===== src/rtl/pipeline_debug_controller_if.sv =====
// Debug command and transmit byte-stream handshake bundle for pipeline_debug_controller.
// The master side is the UART front end; the slave side is the controller.
interface pipeline_debug_controller_if;
  logic       i_cmd_valid;
  logic [1:0] i_cmd;
  logic       o_cmd_ready;
  logic       o_tx_valid;
  logic       i_tx_ready;
  logic [7:0] o_tx_data;

  modport master (
    output i_cmd_valid, i_cmd, i_tx_ready,
    input  o_cmd_ready, o_tx_valid, o_tx_data
  );

  modport slave (
    input  i_cmd_valid, i_cmd, i_tx_ready,
    output o_cmd_ready, o_tx_valid, o_tx_data
  );
endinterface


===== src/rtl/pipeline_debug_controller.sv =====
// Pipeline run/step/halt-drain sequencer with a register-file dump engine on read port 1.
// Optional PIPE_CTRL_CYCLE_COUNT_EN adds an enable-cycle counter appended to every dump.
module pipeline_debug_controller #(
  parameter int NB_DATA     = 32,
  parameter int NB_REG_ADDR = 5,
  parameter int N_REGS      = 32,
  parameter int PIPE_DEPTH  = 5
) (
  input  logic                       i_clk,
  input  logic                       i_reset,
  pipeline_debug_controller_if.slave dbg_bus,
  input  logic                       i_halt_detected,
  output logic                       o_pipe_enable,
  output logic                       o_fetch_enable,
  output logic                       o_dbg_rd_sel,
  output logic [NB_REG_ADDR-1:0]     o_dbg_rd_addr,
  input  logic [NB_DATA-1:0]         i_dbg_rd_data,
  output logic                       o_halted
`ifdef PIPE_CTRL_CYCLE_COUNT_EN
  ,
  output logic [31:0]                o_cycle_count
`endif
);

  localparam int NB_BYTES = NB_DATA / 8;
`ifdef PIPE_CTRL_CYCLE_COUNT_EN
  localparam int NB_SHIFT = (NB_DATA > 32) ? NB_DATA : 32;
`else
  localparam int NB_SHIFT = NB_DATA;
`endif
  localparam int NB_BCNT  = $clog2(NB_SHIFT / 8 + 1);
  localparam int NB_DCNT  = $clog2(PIPE_DEPTH + 1);

  typedef enum logic [2:0] {
    S_IDLE,
    S_RUN,
    S_STEP,
    S_DRAIN,
    S_HALTED,
    S_DUMP_RD,
    S_DUMP_TX
  } state_t;

  state_t                 r_state,      w_state;
  logic [NB_DCNT-1:0]     r_drain_cnt,  w_drain_cnt;
  logic [NB_REG_ADDR-1:0] r_idx,        w_idx;
  logic [NB_BCNT-1:0]     r_byte_cnt,   w_byte_cnt;
  logic [NB_SHIFT-1:0]    r_shift,      w_shift;
  logic                   r_tx_valid,   w_tx_valid;
  logic                   r_halted,     w_halted;
  logic                   w_cmd_ready;
  logic                   w_accept;
  logic                   w_tx_fire;
  logic [NB_BCNT-1:0]     w_last_byte;
`ifdef PIPE_CTRL_CYCLE_COUNT_EN
  logic                   r_cnt_phase,  w_cnt_phase;
  logic [31:0]            r_cycle_cnt,  w_cycle_cnt;
`endif

  always_ff @(posedge i_clk or negedge i_reset) begin
    if (!i_reset) begin
      r_state     <= S_IDLE;
      r_drain_cnt <= '0;
      r_idx       <= '0;
      r_byte_cnt  <= '0;
      r_shift     <= '0;
      r_tx_valid  <= 1'b0;
      r_halted    <= 1'b0;
`ifdef PIPE_CTRL_CYCLE_COUNT_EN
      r_cnt_phase <= 1'b0;
      r_cycle_cnt <= '0;
`endif
    end else begin
      r_state     <= w_state;
      r_drain_cnt <= w_drain_cnt;
      r_idx       <= w_idx;
      r_byte_cnt  <= w_byte_cnt;
      r_shift     <= w_shift;
      r_tx_valid  <= w_tx_valid;
      r_halted    <= w_halted;
`ifdef PIPE_CTRL_CYCLE_COUNT_EN
      r_cnt_phase <= w_cnt_phase;
      r_cycle_cnt <= w_cycle_cnt;
`endif
    end
  end

  always_comb begin
    w_state     = r_state;
    w_drain_cnt = r_drain_cnt;
    w_idx       = r_idx;
    w_byte_cnt  = r_byte_cnt;
    w_shift     = r_shift;
    w_tx_valid  = r_tx_valid;
    w_halted    = r_halted;
    w_cmd_ready = (r_state == S_IDLE) || (r_state == S_HALTED);
    w_accept    = dbg_bus.i_cmd_valid && w_cmd_ready;
    w_tx_fire   = r_tx_valid && dbg_bus.i_tx_ready;
    w_last_byte = NB_BCNT'(NB_BYTES - 1);
`ifdef PIPE_CTRL_CYCLE_COUNT_EN
    w_cnt_phase = r_cnt_phase;
    w_cycle_cnt = r_cycle_cnt + 32'(o_pipe_enable);
    if (r_cnt_phase) w_last_byte = NB_BCNT'(3);
`endif

    case (r_state)
      S_IDLE: begin
        if (w_accept) begin
          case (dbg_bus.i_cmd)
            2'b01: w_state = S_RUN;
            2'b10: w_state = S_STEP;
            2'b11: begin
              w_state = S_DUMP_RD;
              w_idx   = '0;
            end
            default: w_state = S_IDLE;
          endcase
        end
      end
      S_RUN: begin
        if (i_halt_detected) begin
          w_state     = S_DRAIN;
          w_drain_cnt = NB_DCNT'(PIPE_DEPTH - 2);
        end
      end
      S_STEP: begin
        if (i_halt_detected) begin
          w_state     = S_DRAIN;
          w_drain_cnt = NB_DCNT'(PIPE_DEPTH - 2);
        end else begin
          w_state = S_IDLE;
        end
      end
      S_DRAIN: begin
        // The counter holds the remaining enable cycles including this one.
        if (r_drain_cnt <= NB_DCNT'(1)) begin
          w_state     = S_HALTED;
          w_drain_cnt = '0;
          w_halted    = 1'b1;
        end else begin
          w_drain_cnt = r_drain_cnt - NB_DCNT'(1);
        end
      end
      S_HALTED: begin
        if (w_accept && (dbg_bus.i_cmd == 2'b11)) begin
          w_state = S_DUMP_RD;
          w_idx   = '0;
        end
      end
      S_DUMP_RD: begin
        w_shift    = NB_SHIFT'(i_dbg_rd_data);
`ifdef PIPE_CTRL_CYCLE_COUNT_EN
        if (r_cnt_phase) w_shift = NB_SHIFT'(r_cycle_cnt);
`endif
        w_byte_cnt = '0;
        w_tx_valid = 1'b1;
        w_state    = S_DUMP_TX;
      end
      S_DUMP_TX: begin
        if (w_tx_fire) begin
          if (r_byte_cnt == w_last_byte) begin
            w_tx_valid = 1'b0;
            if (r_idx < NB_REG_ADDR'(N_REGS - 1)) begin
              w_idx   = r_idx + NB_REG_ADDR'(1);
              w_state = S_DUMP_RD;
`ifdef PIPE_CTRL_CYCLE_COUNT_EN
            end else if (!r_cnt_phase) begin
              // Counter word rides one extra read/transmit pass after the last register.
              w_cnt_phase = 1'b1;
              w_state     = S_DUMP_RD;
`endif
            end else begin
`ifdef PIPE_CTRL_CYCLE_COUNT_EN
              w_cnt_phase = 1'b0;
`endif
              w_state = r_halted ? S_HALTED : S_IDLE;
            end
          end else begin
            w_byte_cnt = r_byte_cnt + NB_BCNT'(1);
            w_shift    = r_shift >> 8;
          end
        end
      end
      default: w_state = S_IDLE;
    endcase
  end

  assign dbg_bus.o_cmd_ready = w_cmd_ready;
  assign dbg_bus.o_tx_valid  = r_tx_valid;
  assign dbg_bus.o_tx_data   = r_shift[7:0];
  assign o_pipe_enable  = (r_state == S_RUN) || (r_state == S_STEP) || (r_state == S_DRAIN);
  assign o_fetch_enable = (r_state == S_RUN) || (r_state == S_STEP);
  assign o_dbg_rd_sel   = (r_state == S_DUMP_RD) || (r_state == S_DUMP_TX);
  assign o_dbg_rd_addr  = o_dbg_rd_sel ? r_idx : '0;
  assign o_halted       = r_halted;
`ifdef PIPE_CTRL_CYCLE_COUNT_EN
  assign o_cycle_count  = r_cycle_cnt;
`endif

endmodule

===== src/flat_wrapper.sv =====
// flat-port wrapper written by rule: the top's interface ports become plain ports
module pipeline_debug_controller_flat 
#(
  parameter int NB_DATA     = 32,
  parameter int NB_REG_ADDR = 5,
  parameter int N_REGS      = 32,
  parameter int PIPE_DEPTH  = 5
)
  (i_clk, i_reset, i_halt_detected, o_pipe_enable, o_fetch_enable, o_dbg_rd_sel, o_dbg_rd_addr, i_dbg_rd_data, o_halted, dbg_bus_i_cmd_valid, dbg_bus_i_cmd, dbg_bus_i_tx_ready, dbg_bus_o_cmd_ready, dbg_bus_o_tx_valid, dbg_bus_o_tx_data);
  pipeline_debug_controller_if dbg_bus_i ();
  input  logic i_clk;
  input  logic i_reset;
  input  logic i_halt_detected;
  output logic o_pipe_enable;
  output logic o_fetch_enable;
  output logic o_dbg_rd_sel;
  output logic [NB_REG_ADDR-1:0] o_dbg_rd_addr;
  input  logic [NB_DATA-1:0] i_dbg_rd_data;
  output logic o_halted;
  input wire logic [$bits(dbg_bus_i.i_cmd_valid)-1:0] dbg_bus_i_cmd_valid;
  input wire logic [$bits(dbg_bus_i.i_cmd)-1:0] dbg_bus_i_cmd;
  input wire logic [$bits(dbg_bus_i.i_tx_ready)-1:0] dbg_bus_i_tx_ready;
  output wire logic [$bits(dbg_bus_i.o_cmd_ready)-1:0] dbg_bus_o_cmd_ready;
  output wire logic [$bits(dbg_bus_i.o_tx_valid)-1:0] dbg_bus_o_tx_valid;
  output wire logic [$bits(dbg_bus_i.o_tx_data)-1:0] dbg_bus_o_tx_data;
  assign dbg_bus_i.i_cmd_valid = dbg_bus_i_cmd_valid;
  assign dbg_bus_i.i_cmd = dbg_bus_i_cmd;
  assign dbg_bus_i.i_tx_ready = dbg_bus_i_tx_ready;
  assign dbg_bus_o_cmd_ready = dbg_bus_i.o_cmd_ready;
  assign dbg_bus_o_tx_valid = dbg_bus_i.o_tx_valid;
  assign dbg_bus_o_tx_data = dbg_bus_i.o_tx_data;
  pipeline_debug_controller #(.NB_DATA(NB_DATA), .NB_REG_ADDR(NB_REG_ADDR), .N_REGS(N_REGS), .PIPE_DEPTH(PIPE_DEPTH)) u_core (.i_clk(i_clk), .i_reset(i_reset), .dbg_bus(dbg_bus_i), .i_halt_detected(i_halt_detected), .o_pipe_enable(o_pipe_enable), .o_fetch_enable(o_fetch_enable), .o_dbg_rd_sel(o_dbg_rd_sel), .o_dbg_rd_addr(o_dbg_rd_addr), .i_dbg_rd_data(i_dbg_rd_data), .o_halted(o_halted));
endmodule

===== config.mk =====
export PLATFORM = sky130hd
export DESIGN_NAME = pipeline_debug_controller_flat
export DESIGN_NICKNAME = d
export VERILOG_FILES = /design/src/rtl/pipeline_debug_controller_if.sv /design/src/rtl/pipeline_debug_controller.sv /design/src/flat_wrapper.sv
export SDC_FILE = /design/constraint.sdc
export NUM_CORES = 1
export LEC_CHECK = 0
export ABC_AREA = 1
export BUFFER_PORTS_ARGS = -buffer_cell sky130_fd_sc_hd__buf_2
export CORE_ASPECT_RATIO = 1.5
export CORE_MARGIN = 8
export CORE_UTILIZATION = 59
export DETAILED_ROUTE_END_ITERATION = 7
export PLACE_DENSITY = 0.92
export RECOVER_POWER = 25
export SLEW_MARGIN = 40
export SYNTH_ARGS = -nofsm -noshare
export SYNTH_HDL_FRONTEND = slang
export SYNTH_SLANG_ARGS = --single-unit

===== constraint.sdc =====
create_clock -name i_clk -period 5.68 [get_ports i_clk]
set_clock_uncertainty 0.2 [all_clocks]
set_input_delay 0.284 -clock i_clk [delete_from_list [all_inputs] [get_ports i_clk]]
set_output_delay 0.284 -clock i_clk [all_outputs]
set_load 0.01 [all_outputs]

==> out/qor.csv <==
metric,value,unit
grt_max_degree,66,
swShare,0.415,
holdBufCountCts,1,
r2r_end,u_core.r_byte_cnt[0],
max_cap_viol_count,1,
ys_ff_latch,48,
rsz0062_at_grt,no,
final_hold_viol_count,0,
worstSetupPathType,input pin to async pin,
hold_depth,3,
initial_utilization,0.605,
cp.arrival,2.58,ns
dp_hpwl,4030,um
ant_nets,0,
fin_nets,439,
place_ws,3.07,ns
first_pass_iters,4,
diodes,0,
power.switching,0.000573,W
syn_to_final_growth,10.3,%
crit_fanout,48,
critPathLaunchType,input pin,
ff2ff_setup_slack,3.03,ns
cp.depth,2,
fin_setup_tns,0,ns
grt_pass1_wl,9730,um
io_pins,58,
vias,2369,
port_buffers,57,
cp-end-kind,async pin,
hp-start,i_dbg_rd_data[25],
wl_per_cell,12.8,um
layout_min_cycle_time,2.88,ns
synth_nets,399,
core,0.00447,mm2
p_leak,1.59,nW
synth_area_per_cell,7.61,um2
clockRootBuffer,clkbuf_8,
crit_path_max_incr_delay,1.76,ns
tritoncts,yes,
cts_resized,0,
track_usage,0.166,
final_cell_mix,"nand2_1, buf_2, o21ai_0, dfrtp_1, inv_1",
grt-ovfl-total,0,
cts_setup_buffers,0,
die_width,71.3,um
fmax,0.347,GHz
whs,0.0132,ns
grt_pass1_vias,2285,
rows,30,
gp_congestion,0.850,
post-route-drc-count,0,
vdd_drop_max,0.255,mV
crit_chain,dlygate4sd3_1 > clkbuf_1,
cpLargestDelayFamily,buffers and inverters,
clkSinkCount,48,
hold_end,u_core.r_shift[25],
wirelength,5660,um
finalSetupViolCount,0,
violations,"capacitance limit, slew limit",
clkTransAtPathRegs,0.09,ns
clockBufferDepth,2,
synth_cell_types,28,
worst_pin_slew,2.48,ns
die_h,98.9,um
status,"complete, but fails checks",
ys_seq_area_frac,0.445,
utilization,0.667,
synthCells,355,
power.internal,0.000808,W
drtIter0Drc,152,
antenna_found_initial,0,
clkLatencyLatePin,0.30,ns
power_frac_seq,0.400,
mostFrequentLayoutCell,nand2_1,
cts_htree_levels,2,
reg2reg_from,u_core.r_state[2],
setup_ws,2.80,ns
syn_area,0.00270,mm2
die_area,0.00704,mm2
cts_made_buffers,5,
r2r_cells,6,
hp-class,input pin to flip-flop,
drive_above_1_share,0.202,
slew_headroom,-0.650,
finalMaxSlewViolations,49,
min_period_over_period,0.507,
required,5.38,ns
viasPerCell,5.34,
pwr-share-clk,0.182,
nFillCells,366,
powerDensity,463,mW/mm2
cp_num_buf_inv,2,
yosysWarnings,0,
pwr-share-comb,0.419,
worst_path_max_delay_cell,clkbuf_1,
[registers in the layout, summed over array words and instances, names as in the netlist]
| name | flops |
|---|---|
| u_core.r_shift | 32 |
| u_core.r_byte_cnt | 3 |
| u_core.r_state | 3 |
| u_core.o_halted | 1 |
| u_core.r_idx | 5 |
| u_core.r_drain_cnt | 3 |
| u_core.dbg_bus.o_tx_valid | 1 |
[cell type report]
| type | count | area [um2] | share of cell area |
|---|---|---|---|
| tap | 48 | 60.1 | 0.0202 |
| clock inverter | 3 | 47.5 | 0.0160 |
| timing repair buffer | 58 | 294 | 0.0987 |
| multi-input combinational | 236 | 1140 | 0.381 |
| sequential | 48 | 1200 | 0.403 |
| inverter | 46 | 173 | 0.0579 |
| clock buffer | 5 | 68.8 | 0.0231 |
[per-stage QoR]
stage / total power (W) / instance area [um2] / cells
2_1_floorplan: 0.00106 / 2700 / 355
3_3_place_gp: 0.00110 / 2850 / 435
3_5_place_dp: 0.00113 / 2860 / 435
4_1_cts: 0.00138 / 2980 / 444
5_1_grt: 0.00150 / 2980 / 444
6_report: 0.00138 / 2980 / 444
[power groups by stage]
stage	sequential, W	clock [W]	combinational [W]
6_report	0.000551	0.000251	0.000578
2_1_floorplan	0.000526	0	0.000538
3_3_place_gp	0.000548	0	0.000548
4_1_cts	0.000552	0.000252	0.000581
5_1_grt	0.000568	0.000266	0.000668
3_5_place_dp	0.000557	0	0.000572
[cell usage after synthesis]
| cell | count | area share |
|---|---|---|
| o21ai_2 | 6 | 0.019 |
| buf_2 | 5 | 0.0093 |
| xnor2_1 | 1 | 0.0032 |
| clkbuf_1 | 3 | 0.0042 |
| inv_2 | 3 | 0.0042 |
| a21oi_1 | 2 | 0.0037 |
| nor2_1 | 19 | 0.026 |
| and2_1 | 1 | 0.0023 |
| o21ai_0 | 49 | 0.091 |
| ha_1 | 5 | 0.023 |
| nor3b_1 | 1 | 0.0028 |
| inv_1 | 43 | 0.060 |
| nand3b_1 | 2 | 0.0056 |
| buf_8 | 1 | 0.0056 |
| dfrtp_1 | 48 | 0.44 |
| nand2_4 | 2 | 0.0083 |
| nor3_1 | 1 | 0.0019 |
| nand2_1 | 110 | 0.15 |
| nor2_2 | 1 | 0.0023 |
| buf_4 | 11 | 0.031 |
| buf_6 | 4 | 0.017 |
| buf_12 | 1 | 0.0074 |
| or2_4 | 1 | 0.0032 |
| or2_2 | 1 | 0.0023 |
| nand4_1 | 4 | 0.0093 |
| nand3_2 | 2 | 0.0074 |
| nand3_1 | 26 | 0.048 |
| o22ai_1 | 2 | 0.0046 |
[kinds of logic (layout without fill, tap and decap cells)]
| group | after synthesis | in the layout | synth area share |
|---|---|---|---|
| buffers and inverters | 71 | 112 | 0.138 |
| AO/OA/AOI/OAI | 59 | 59 | 0.119 |
| XOR/XNOR | 1 | 1 | 0.00324 |
| AND/OR/NAND/NOR | 171 | 171 | 0.273 |
| adder cells (fa/ha/maj) | 5 | 5 | 0.0232 |
| flip-flops | 48 | 48 | 0.445 |
[layer usage]
layer	routed length, um	GRT usage	vias up
met2	2800	0.273	89
met4	129	0.0773	0
li1	-	-	1193
met3	328	0.0376	13
met1	2410	0.198	1074
met5	0	0	-
[worst max path at each step]
stage,from,endpoint,slack (ns)
floorplan,u_core.r_byte_cnt[0],u_core.r_shift[10],3.89
finish,i_reset,u_core.r_shift[26],2.80
global route,i_reset,u_core.r_shift[19],2.23
detailed placement,u_core.r_state[2],u_core.r_byte_cnt[0],3.07
CTS,u_core.r_state[2],u_core.r_byte_cnt[0],3.05
global placement,u_core.r_state[0],u_core.r_byte_cnt[0],2.73
No activity file was read; power rests on OpenSTA's default activity.
